<file path="src/rtl/fsm_seq_player_pkg.sv">
// Shared definitions for the 5-state switch sequence detector, its stimulus
// player and the benches that drive them: state codes, one-hot switch
// constants, the fixed press paths and the player FSM state type.
package fsm_pkg;

  localparam logic [2:0] S0 = 3'b000;
  localparam logic [2:0] S1 = 3'b001;
  localparam logic [2:0] S2 = 3'b010;
  localparam logic [2:0] S3 = 3'b011;
  localparam logic [2:0] S4 = 3'b100;

  localparam logic [3:0] SW1_C = 4'b0001;
  localparam logic [3:0] SW2_C = 4'b0010;
  localparam logic [3:0] SW3_C = 4'b0100;
  localparam logic [3:0] SW4_C = 4'b1000;

  typedef enum logic [2:0] {IDLE, RST, GAP, PRESS, FIN} player_state_e;

  // Number of presses needed to walk the detector from S0 to tgt.
  function automatic logic [1:0] path_len(input logic [2:0] tgt);
    case (tgt)
      S1, S3:  return 2'd1;
      S2, S4:  return 2'd2;
      default: return 2'd0;
    endcase
  endfunction

  // Switch pressed at position idx of the path towards tgt.
  function automatic logic [3:0] path_sw(input logic [2:0] tgt, input logic [1:0] idx);
    case (tgt)
      S1:      return SW1_C;
      S2:      return (idx == 2'd0) ? SW1_C : SW2_C;
      S3:      return SW3_C;
      S4:      return (idx == 2'd0) ? SW3_C : SW1_C;
      default: return 4'b0000;
    endcase
  endfunction

  // Detector state expected after the first 'presses' entries of the path.
  function automatic logic [2:0] prefix_state(input logic [2:0] tgt, input logic [1:0] presses);
    if (presses == 2'd0)             return S0;
    else if (presses >= path_len(tgt)) return tgt;
    else if (tgt == S2)              return S1;
    else if (tgt == S4)              return S3;
    else                             return tgt;
  endfunction

endpackage

</file>
<file path="src/rtl/fsm_seq_player_timer.sv">
// Loadable down-counter shared by the hold and gap phases of the player.
// A load strobe reloads the count; the counter then decrements to zero and
// parks there, with zero_o flagging the last cycle of the phase.
module seq_phase_timer #(
  parameter int W = 2
) (
  input  logic         clk,
  input  logic         reset,
  input  logic         load_i,
  input  logic [W-1:0] load_val_i,
  output logic         zero_o
);

  logic [W-1:0] cnt_q;

  // Reload on phase entry, otherwise count down and hold at zero.
  always_ff @(posedge clk or posedge reset) begin
    if (reset)               cnt_q <= '0;
    else if (load_i)         cnt_q <= load_val_i;
    else if (cnt_q != '0)    cnt_q <= cnt_q - W'(1);
  end

  assign zero_o = (cnt_q == '0);

endmodule

</file>
<file path="src/rtl/fsm_seq_player.sv">
// Stimulus player for the switch-driven 5-state sequence detector.
// On start it pulses det_reset, then presses the minimal one-hot switch path
// from S0 to the requested target, with all-low gaps between pulses.
// All outputs are registered so they can drive the detector directly.
// Optional feature macro: FSM_SEQ_PLAYER_CHECK_EN adds det_state/mismatch,
// comparing the detector state at the end of every gap.
module fsm_seq_player
  import fsm_pkg::*;
#(
  parameter int HOLD_CYCLES = 4,
  parameter int GAP_CYCLES  = 2
) (
  input  logic       clk,
  input  logic       reset,
  input  logic       start,
  input  logic [2:0] target,
  output logic       det_reset,
  output logic [3:0] sw,
  output logic       busy,
  output logic       done,
  output logic       err
`ifdef FSM_SEQ_PLAYER_CHECK_EN
  ,
  input  logic [2:0] det_state,
  output logic       mismatch
`endif
);

  localparam int MAX_C = (HOLD_CYCLES > GAP_CYCLES) ? HOLD_CYCLES : GAP_CYCLES;
  localparam int TW    = $clog2(MAX_C + 1);
  localparam logic [TW-1:0] HOLD_LD = TW'(HOLD_CYCLES - 1);
  localparam logic [TW-1:0] GAP_LD  = TW'(GAP_CYCLES - 1);

  player_state_e state_q, state_d;
  logic [2:0]    tgt_q, tgt_d;
  logic [1:0]    idx_q, idx_d;
  logic          ld;
  logic [TW-1:0] ld_val;
  logic          tmr_zero;
  logic          err_d;
  logic [3:0]    sw_d;
  logic          det_reset_q, busy_q, done_q, err_q;
  logic [3:0]    sw_q;

  seq_phase_timer #(.W(TW)) u_timer (
    .clk        (clk),
    .reset      (reset),
    .load_i     (ld),
    .load_val_i (ld_val),
    .zero_o     (tmr_zero)
  );

  // Next-state logic: each phase reloads the timer on entry and leaves when
  // the timer reaches zero; the press index advances as a press ends.
  always_comb begin
    state_d = state_q;
    tgt_d   = tgt_q;
    idx_d   = idx_q;
    ld      = 1'b0;
    ld_val  = HOLD_LD;
    err_d   = 1'b0;
    case (state_q)
      IDLE: begin
        if (start) begin
          if (target <= S4) begin
            state_d = RST;
            tgt_d   = target;
            idx_d   = 2'd0;
            ld      = 1'b1;
            ld_val  = HOLD_LD;
          end else begin
            err_d = 1'b1;
          end
        end
      end
      RST: begin
        if (tmr_zero) begin
          state_d = GAP;
          ld      = 1'b1;
          ld_val  = GAP_LD;
        end
      end
      GAP: begin
        if (tmr_zero) begin
          if (idx_q < path_len(tgt_q)) begin
            state_d = PRESS;
            ld      = 1'b1;
            ld_val  = HOLD_LD;
          end else begin
            state_d = FIN;
          end
        end
      end
      PRESS: begin
        if (tmr_zero) begin
          state_d = GAP;
          idx_d   = idx_q + 2'd1;
          ld      = 1'b1;
          ld_val  = GAP_LD;
        end
      end
      FIN:     state_d = IDLE;
      default: state_d = IDLE;
    endcase
    sw_d = (state_d == PRESS) ? path_sw(tgt_d, idx_d) : 4'b0000;
  end

  // State register plus output registers decoded from the next state, so
  // every output changes on the same edge as the phase it belongs to.
  always_ff @(posedge clk or posedge reset) begin
    if (reset) begin
      state_q     <= IDLE;
      tgt_q       <= S0;
      idx_q       <= 2'd0;
      det_reset_q <= 1'b0;
      sw_q        <= 4'b0000;
      busy_q      <= 1'b0;
      done_q      <= 1'b0;
      err_q       <= 1'b0;
    end else begin
      state_q     <= state_d;
      tgt_q       <= tgt_d;
      idx_q       <= idx_d;
      det_reset_q <= (state_d == RST);
      sw_q        <= sw_d;
      busy_q      <= (state_d == RST) || (state_d == GAP) || (state_d == PRESS);
      done_q      <= (state_d == FIN);
      err_q       <= err_d;
    end
  end

  assign det_reset = det_reset_q;
  assign sw        = sw_q;
  assign busy      = busy_q;
  assign done      = done_q;
  assign err       = err_q;

`ifdef FSM_SEQ_PLAYER_CHECK_EN
  logic mismatch_q;

  // Sticky detector-state check in the last gap cycle after each pulse;
  // cleared by an accepted start.
  always_ff @(posedge clk or posedge reset) begin
    if (reset)
      mismatch_q <= 1'b0;
    else if ((state_q == IDLE) && start && (target <= S4))
      mismatch_q <= 1'b0;
    else if ((state_q == GAP) && tmr_zero && (det_state != prefix_state(tgt_q, idx_q)))
      mismatch_q <= 1'b1;
  end

  assign mismatch = mismatch_q;
`endif

endmodule

</file>
<file path="config.mk">
export PLATFORM = sky130hd
export DESIGN_NAME = fsm_seq_player
export DESIGN_NICKNAME = d
export VERILOG_FILES = /design/src/rtl/fsm_seq_player_pkg.sv /design/src/rtl/fsm_seq_player_timer.sv /design/src/rtl/fsm_seq_player.sv
export SDC_FILE = /design/constraint.sdc
export NUM_CORES = 1
export LEC_CHECK = 0
export BUFFER_PORTS_ARGS = -buffer_cell sky130_fd_sc_hd__clkbuf_2
export CORE_AREA = 2 2 59 50
export CTS_CLUSTER_DIAMETER = 120
export DETAILED_ROUTE_END_ITERATION = 6
export DIE_AREA = 0 0 61 52
export GPL_ROUTABILITY_DRIVEN = 0
export HOLD_SLACK_MARGIN = 0.12
export PLACE_DENSITY_LB_ADDON = 0.3
export SLEW_MARGIN = 25
export SYNTH_ARGS = -nofsm -noshare
export SYNTH_HDL_FRONTEND = slang
export SYNTH_HIERARCHICAL = 1
export SYNTH_SLANG_ARGS = --single-unit
</file>
<file path="constraint.sdc">
create_clock -name clk -period 2.7 [get_ports clk]
set_clock_uncertainty 0.2 [all_clocks]
set_input_delay 0.27 -clock clk [delete_from_list [all_inputs] [get_ports clk]]
set_output_delay 0.27 -clock clk [all_outputs]
set_load 0.02 [all_outputs]
</file>
; Word level (Yosys, flattened, before mapping)
; Index checks and enable logic that the tools add are counted.
; W data, S select, Z words.
[word_totals]
wordCells = 71
register_bits = 19
latch_bits = 0
ram_bits = 0
out_inout_bits = 8
rom_bits = 0
inputBits = 6
mem_count = 0
[classes]
shifts = 0
div = 0
n_reduce_logical = 10
n_eq_ne = 15
add_sub_neg = 2
magnitude_cmp = 2
bitwise = 0
mul = 0
muxes = 33
[op_table]
columns = op, n
row1 = $mux W3, 11
row2 = $eq A3 B2 Y1 const B, 8
row3 = $mux W2, 8
row4 = $eq A3 B1 Y1 const B, 4
row5 = $pmux W3 S4, 1
row6 = $eq A3 B3 Y1 const B, 3
row7 = $pmux W3 S3, 1
row8 = $mux W1, 8
row9 = $pmux W2 S2, 2
row10 = $logic_not A3 Y1, 2
row11 = $reduce_or A2 Y1, 3
row12 = $mux W4, 1
row13 = $le A3 B3 Y1 const B, 1
row14 = $pmux W1 S3, 1
row15 = $reduce_bool A3 Y1, 1
row16 = $sub A3 B1 Y3 const B, 1
row17 = $add A2 B1 Y2 const B, 1
row18 = $logic_not A2 Y1, 1
row19 = $logic_or A1 B1 Y1, 2
row20 = $lt A2 B2 Y1, 1
row21 = $reduce_bool A2 Y1, 1

; Depth between registers and ports, before layout
; Gate-level depths: netlist of the first run.
[logic_depth]
ltp_word = 12
depth_mapped = 9
mapped_depth_nobuf = 9

; Cells and area by module
; The synthesis of the first run kept the hierarchy.
[by_module_without_submodules]
columns = mod, cells_each, area_each_um2, seq_area_each_um2, n_inst
row1 = fsm_seq_player, 88, 862.1, 375.4, 1
row2 = seq_phase_timer, 22, 203.9, 75.1, 1

; Worst setup path after synthesis of the first run
; No wires, ideal clock.
[synth_timing]
path_kind = register to register
from = register tgt_q[2]
to = register u_timer.cnt_q[0]
n_path_buf = 0
setup_slack_ns = 0.557
stages_incl_launch_ff = 9
setup_ns = 0.104
synth_period_minus_slack_ns = 2.143
t_required_ns = 2.396
arrival_ns = 1.839
path_cell_list = dfrtp_1 > xor2_1 > nand2b_1 > ha_1 > a21oi_2 > a21oi_1 > o21ai_1 > nor2b_1 > a221oi_1
[synth_between]
elab_chain_cells = 10
elab_cells_between_ends = 15
classes_between = 1 x order compare / 4 x eq/ne / 7 x mux / 3 x reduce/logical
[synth_lines]
columns = item, line
row1 = from (decl), fsm_seq_player.sv:35  ; logic [2:0] tgt_q, tgt_d;
row2 = from (signal assigned), fsm_seq_player.sv:122  ; tgt_q <= tgt_d;
row3 = "$eq A3 B2 Y1, or another cell as far along", fsm_seq_player_pkg.sv:21  ; case (tgt)
row4 = $reduce_or A2 Y1, fsm_seq_player_pkg.sv:21
row5 = $pmux W2 S2 *, fsm_seq_player_pkg.sv:21
row6 = $mux W2 *, fsm_seq_player.sv:84  ; if (tmr_zero) begin
row7 = $mux W2 *, fsm_seq_player.sv:62  ; case (state_q)
row8 = $lt A2 B2 Y1 *, fsm_seq_player.sv:85  ; if (idx_q < path_len(tgt_q)) begin
row9 = $mux W1 *, fsm_seq_player.sv:85
row10 = $mux W1 *, fsm_seq_player.sv:84
row11 = $pmux W1 S3 *, fsm_seq_player.sv:62
row12 = named net ld, fsm_seq_player.sv:37  ; logic ld;
row13 = $mux W3 / $reduce_bool A2 Y1 (equally long branches), -
row14 = to (signal assigned), fsm_seq_player_timer.sv:19  ; else if (load_i) cnt_q <= load_val_i;
row15 = to (signal assigned), fsm_seq_player_timer.sv:20  ; else if (cnt_q != '0) cnt_q <= cnt_q - W'(1);
row16 = to (decl), fsm_seq_player_timer.sv:14  ; logic [W-1:0] cnt_q;
; The timed path passes the listed nets; every way through them passes the cells marked *. The select of a mux whose other input is x is not followed.
; A chain may end at the register's enable or synchronous reset.

; Worst setup path after layout of the first run
; Ends and elaborated chain as after synthesis.

==> results of run 1 <==
## per-layer routing
layer  routed length, um  part of all wire (%)
met1                 986                    51
met2                 869                    45
met3                  81                   4.1
met4                  14                  0.72
met5                   0                     0
## worst reg2reg max path: stages, from the launching register on
cell and delay (ps):
dfrtp_1 440, xor2_1 170, nand2b_1 80, ha_1 330, a21oi_2 240, a21oi_1 100, o21ai_1 360, nor2b_1 90
a221oi_1 270
## kinds of logic after synthesis
family / synth area share, %
mux: 3.87
compound gates: 17.1
fa+ha+maj: 3.52
buf+inv: 7.28
flops: 42.3
other cells: 0.704
simple gates: 22.8
xor+xnor: 2.47
## stage by stage
| step | worst slack, ps | utilization [%] | cells | instance area, um^2 | total power, uW |
|---|---|---|---|---|---|
| after CTS | 316 | 46.2 | 163 | 1210 | 1190 |
| after global placement | 450 | 43.8 | 156 | 1140 | 1050 |
| after global routing | 107 | 46.2 | 163 | 1210 | 1300 |
| after floorplan | 557 | - | 111 | 1070 | 954 |
| after detailed placement | 320 | 43.8 | 156 | 1140 | 1060 |
| final | 318 | 46.2 | 163 | 1210 | 1190 |
## sequential cells by signal (all words and copies together), names as in the netlist
signal / flops
idx_q: 2
state_q: 3
det_reset: 1
u_timer/cnt_q: 3
done: 1
err: 1
sw: 3
busy: 1
tgt_q: 3
## final cells by class
cell class | count | area [um^2] | area share [%]
sequential | 18 | 450 | 37.3
inverter | 12 | 45.0 | 3.73
tap | 38 | 47.5 | 3.94
multi-input combinational | 76 | 542 | 44.9
clock buffer | 3 | 22.5 | 1.87
timing repair buffer | 16 | 100 | 8.29
## how the worst min path moves through the flow
stage / endpoint / start / depth (start not counted) / slack [ps]
4_1_cts: idx_q[1] / start / 4 / 130
6_report: idx_q[0] / start / 4 / 140
3_5_place_dp: u_timer/cnt_q[2] / reset / 2 / -60
5_1_grt: idx_q[0] / start / 4 / 150
2_1_floorplan: u_timer/cnt_q[0] / reset / 1 / -180
3_3_place_gp: u_timer/cnt_q[2] / reset / 2 / -70
## cell usage in the layout, fill, tap and decap left out, drive strengths merged
cell type	count
o2bb2ai	1
o2111ai	2
a311oi	1
nor3b	3
nor2b	7
a31oi	2
dlygate4sd3	4
dfrtp	18
nor2	4
and4	1
a2111oi	1
clkbuf	15
ha	3
xor2	3
or4b	1
o211ai	1
nor3	1
nor4b	3
inv	12
a21oi	5
o21ai	6
nand2b	3
o22ai	1
conb	3
or3b	2
mux2	1
o211a	1
a221oi	1
nand2	10
a21boi	1
o22a	1
nand4b	1
mux2i	3
or2	1
nand3	2
## power by group
part,internal [uW],switching [uW]
clock network,51.8,72.7
logic,263,321
registers,365,122
total,679,515
==> results by group, run 1 <==
Yosys
  • Post-synth top flop: dfrtp_1
  • Synth top area share: 42.3%
  • Post-synth EDFFs: 0
  • Unique masters post-synth: 40
  • Cell taking the most area after synthesis: dfrtp_1
  • Most numerous cell in the Yosys netlist: dfrtp_1
  • Yosys reg bits: 18
  • Sequential share of the synthesized area: 42.3%
  • Async SR Flop Fraction: between 90% and 100%
  • Most frequent cells after synthesis: dfrtp_1, inv_1, nand2_1, nor2b_1, o21ai_1
  • Synth top area cells: dfrtp_1, inv_1, nor2b_1
  • Ys Warns: 6
  • Synth Cell Area: 0.00107 mm^2
  • Mapped Cells: 110
  • Avg Inst Size Synth: 9.69 um^2

Critical path
  • CP arrival: 2370 ps
  • Crit Reg-Reg Startpoint: tgt_q[2]
  • Critical Path End: u_timer/cnt_q[0]
  • Setup CP Type: reg -> reg
  • CP max stage cell: dfrtp_1
  • Worst R2R End: u_timer/cnt_q[0]
  • CP Cell Sequence: xor2_1 > nand2b_1 > ha_1 > a21oi_2 > a21oi_1 > o21ai_1 > nor2b_1 > a221oi_1
  • CP bufs+invs: 0
  • CP startpoint kind: flop
  • Peak fanout along the critical path: 7
  • Levels on crit path: 8
  • Worst Setup SP: tgt_q[2]
  • Crit path max-delay family: compound AO/OA/AOI/OAI gates
  • Slowest stage delay, CP: 440 ps
  • Worst Setup End Kind: flop
  • R2R depth: 8
  • CP required: 2690 ps
  • Flop-to-flop setup slack: 320 ps

Finish
  • # fillers: 263
  • P&R area growth vs syn: 13.3%
  • Final net count: 136
  • Number of diodes: 0
  • Layout cells sized above 1: 16.8%

STA
  • Fin crit share: 88.2%
  • Worst-Margin Slew: 549 ps
  • RSZ-0062 raised after global routing: false
  • Slew HR: 63.4%
  • FMAX: 420 MHz
  • Fin. max-slew vios: 0
  • Final hold violations: 0
  • Minimum period implied by the final worst setup slack: 2380 ps
  • Fin Setup TNS: 0 ps
  • Final hold slack: 137 ps
  • Final Setup Violations: 0

Place
  • PortBufs: 12
  • Post-DP HPWL: 1450 um

Die
  • DIE WIDTH: 61 um
  • Core Rows: 17
  • Die height: 52 um
  • I/O pin cnt: 14
  • Core footprint: 0.00262 mm^2
  • Initial core utilization: 40.7%
  • Die Footprint: 0.00317 mm^2

Routing
  • Drt pass-1 iters: 4
  • Final WL: 1950 um
  • DRT iter0 DRCs: 65
  • Wire per inst: 12.0 um
  • Routed Antenna Nets: 0
  • Via Count: 819
  • DRC Markers: 0
  • Via-per-instance ratio: 5.02

Job
  • Total of max-cap violations: 0

Power
  • Leak: 0.000568 uW
  • Peak supply drop: 0.309 mV
  • PD cells: 989 mW/mm^2

Global routing
  • Met2 usage: 19.2%
  • GRT Util Overall: between 10% and 20%
  • Vias in the first global route: ~740
  • Pin count of the biggest net entering global routing: 16
  • First-pass GRT wire length: 3300 um
  • Initial antenna violation count: 0
  • Met1 Usage GRT: 20.3%
  • Top Usage Layer GRT: met1
  • M3 GR Usage: 4.23%
  • Total grt overflow: 0

Clocking
  • CTS tree: yes
  • # resized after CTS: 0
  • Cts bufs inserted: 3
  • Clock sink total: 18
  • Setup Buffers After CTS: 0
  • Hold Buf Count CTS: 4
  • Worst-path clk slew: 90 ps
  • H-tree Lvls: 1
  • Root buf cell: clkbuf_4
  • Worst-Skew Late Latency: 280 ps
  • CTS max path bufs: 2

Status
  • Outcome: completed

Min path
  • Hold Path Class: in -> reg
Power figures use the tool's default switching activity.
==> run 2, diff against run 1 <==
- CORE_AREA: 2 2 59 50 -> 2 2 65 55
- DIE_AREA: 0 0 61 52 -> 0 0 67 57
==> run 2 against run 1 <==
Compared with the run above: maximum frequency decreased by 1.9%; highest routed layer unchanged; combinational power about the same; largest power group unchanged; sequential share of layout area is 0.12 points lower.
==> results by group, run 2 (same netlist as run 1, synthesis figures left out) <==
Status
  • Outcome: completed

Finish
  • Final net count: about 130
  • P&R area growth vs syn: 13.6%
  • Multi-input combinational cell area: roughly 540 um^2
  • Layout Cells excl Fill: 165
  • Commonest non-fill, non-tap cell in the layout: dfrtp_1
  • Layout cells sized above 1: 17.1%
  • Number of diodes: 0
  • Register area: 450 um^2
  • Commonest non-fill, non-tap cells in the layout: dfrtp_1, inv_1, clkbuf_2
  • # fillers: 342
  • Post-route cell area: 0.00121 mm^2

Critical path
  • CP required: 2660 ps
  • CP startpoint kind: flop
  • CP arrival: between 2000 and 2500 ps
  • Setup CP Type: reg -> reg
  • Worst Setup End Kind: flop
  • Peak fanout along the critical path: 7

Clocking
  • # resized after CTS: 0
  • Worst-path clk slew: about 70 ps
  • H-tree Lvls: 1
  • Root buf cell: clkbuf_8
  • Worst-Skew Late Latency: 260 ps
  • Clock sink total: 18
  • CTS max path bufs: 2
  • Cts bufs inserted: 3
  • CTS tree: yes

Routing
  • DRC Markers: 0
  • DRT iter0 DRCs: 26
  • Via Count: 798
  • Wire per inst: ~12 um
  • Final WL: 2030 um
  • Drt pass-1 iters: 4
  • Routed Antenna Nets: 0
  • Via-per-instance ratio: 4.84

STA
  • Final hold violations: 0
  • RSZ-0062 raised after global routing: false
  • Fin. max-slew vios: 0
  • Minimum period implied by the final worst setup slack: 2430 ps
  • Setup WS post-layout: about 270 ps
  • Worst-Margin Slew: 575 ps
  • FMAX: 412 MHz
  • Fin crit share: 89.9%
  • Fin Setup TNS: 0 ps
  • Final Setup Violations: 0
  • Slew HR: 61.6%

Global routing
  • Vias in the first global route: 749
  • Total grt overflow: 0
  • First-pass GRT wire length: 3410 um
  • GRT Util Overall: 12.1%
  • Initial antenna violation count: 0
  • Pin count of the biggest net entering global routing: 16

Job
  • Total of max-cap violations: 0

Die
  • Die height: 57 um
  • Core Rows: 19
  • Initial core utilization: about a third
  • I/O pin cnt: 14
  • DIE WIDTH: 67 um
  • Core footprint: 0.00323 mm^2
  • Die Footprint: 0.00382 mm^2

Place
  • Dpl ws: 294 ps
  • Placed cell count: 160
  • PortBufs: 12
  • Post-DP HPWL: 1520 um
  • Area after DPL: 0.00115 mm^2

Power
  • PD cells: 1040 mW/mm^2
  • Logic pwr share: 46.2%
  • Clock share of power: about 15%
  • Peak supply drop: 0.251 mV
  • Internal Pwr Total: about 730 uW
  • Net Sw Frac: 42.2%
  • Overall Power: between 1000 and 1500 uW
  • Sequential share of power: 38.7%
  • Leak: 0.000567 uW
  • Net Sw Power: around 530 uW

Min path
  • Hold Path Class: in -> reg
[run 2: area by class of cell]
| cell class | count | share of cell area [%] |
|---|---|---|
| Multi-Input combinational cell | 76 | 44.7 |
| Inverter | 12 | 3.72 |
| Tap cell | 42 | 4.34 |
| Clock buffer | 3 | 3.41 |
| Timing Repair Buffer | 14 | 6.61 |
| Sequential cell | 18 | 37.2 |
[run 2: routing by layer]
layer  track usage (%)  part of all wire (%)  vias to the layer above
met5                 0                     0                        -
li1                  -                     -                      405
met1              15.1                    48                      372
met3              1.78                   3.1                        5
met2              19.5                    46                       16
met4              7.87                   2.9                        0
[run 2: worst paths after layout]
check	from	to	slack, ps	cells past startpoint
setup / recovery	tgt_q[2]	u_timer/cnt_q[0]	270	8
hold / removal	target[0]	tgt_q[0]	150	2
setup reg to reg	tgt_q[2]	u_timer/cnt_q[0]	270	8
hold reg to reg	state_q[2]	state_q[1]	410	1
max in group asynchronous	reset	sw[0]	1510	3
min in group asynchronous	reset	u_timer/cnt_q[1]	220	3
[run 2: worst max-delay path, cell delays in order, from the launching register on]
cell and delay (ps):
dfrtp_1 450, xor2_1 190, nand2b_1 90, ha_1 340, a21oi_2 240, a21oi_1 100, o21ai_1 360, nor2b_1 90
a221oi_1 270
[run 2: repair_timing]
action,in CTS,in global routing
setup buffers,0,0
hold endpoints to repair,19,0
hold buffers,2,0
[run 2: stage by stage]
step                util [%]  hold WS, ps
finish                  37.5          145
global route            37.5          167
CTS                     37.5          141
detailed placement      35.6        -54.4
global placement        35.6        -61.9
floorplan                  -         -176
[run 2: power by group through the flow]
stage          sequential, uW  clock (uW)  combinational, uW
4_1_cts                   487         196                582
3_3_place_gp              487           0                562
6_report                  486         189                580
2_1_floorplan             460           0                494
5_1_grt                   505         204                649
3_5_place_dp              490           0                576
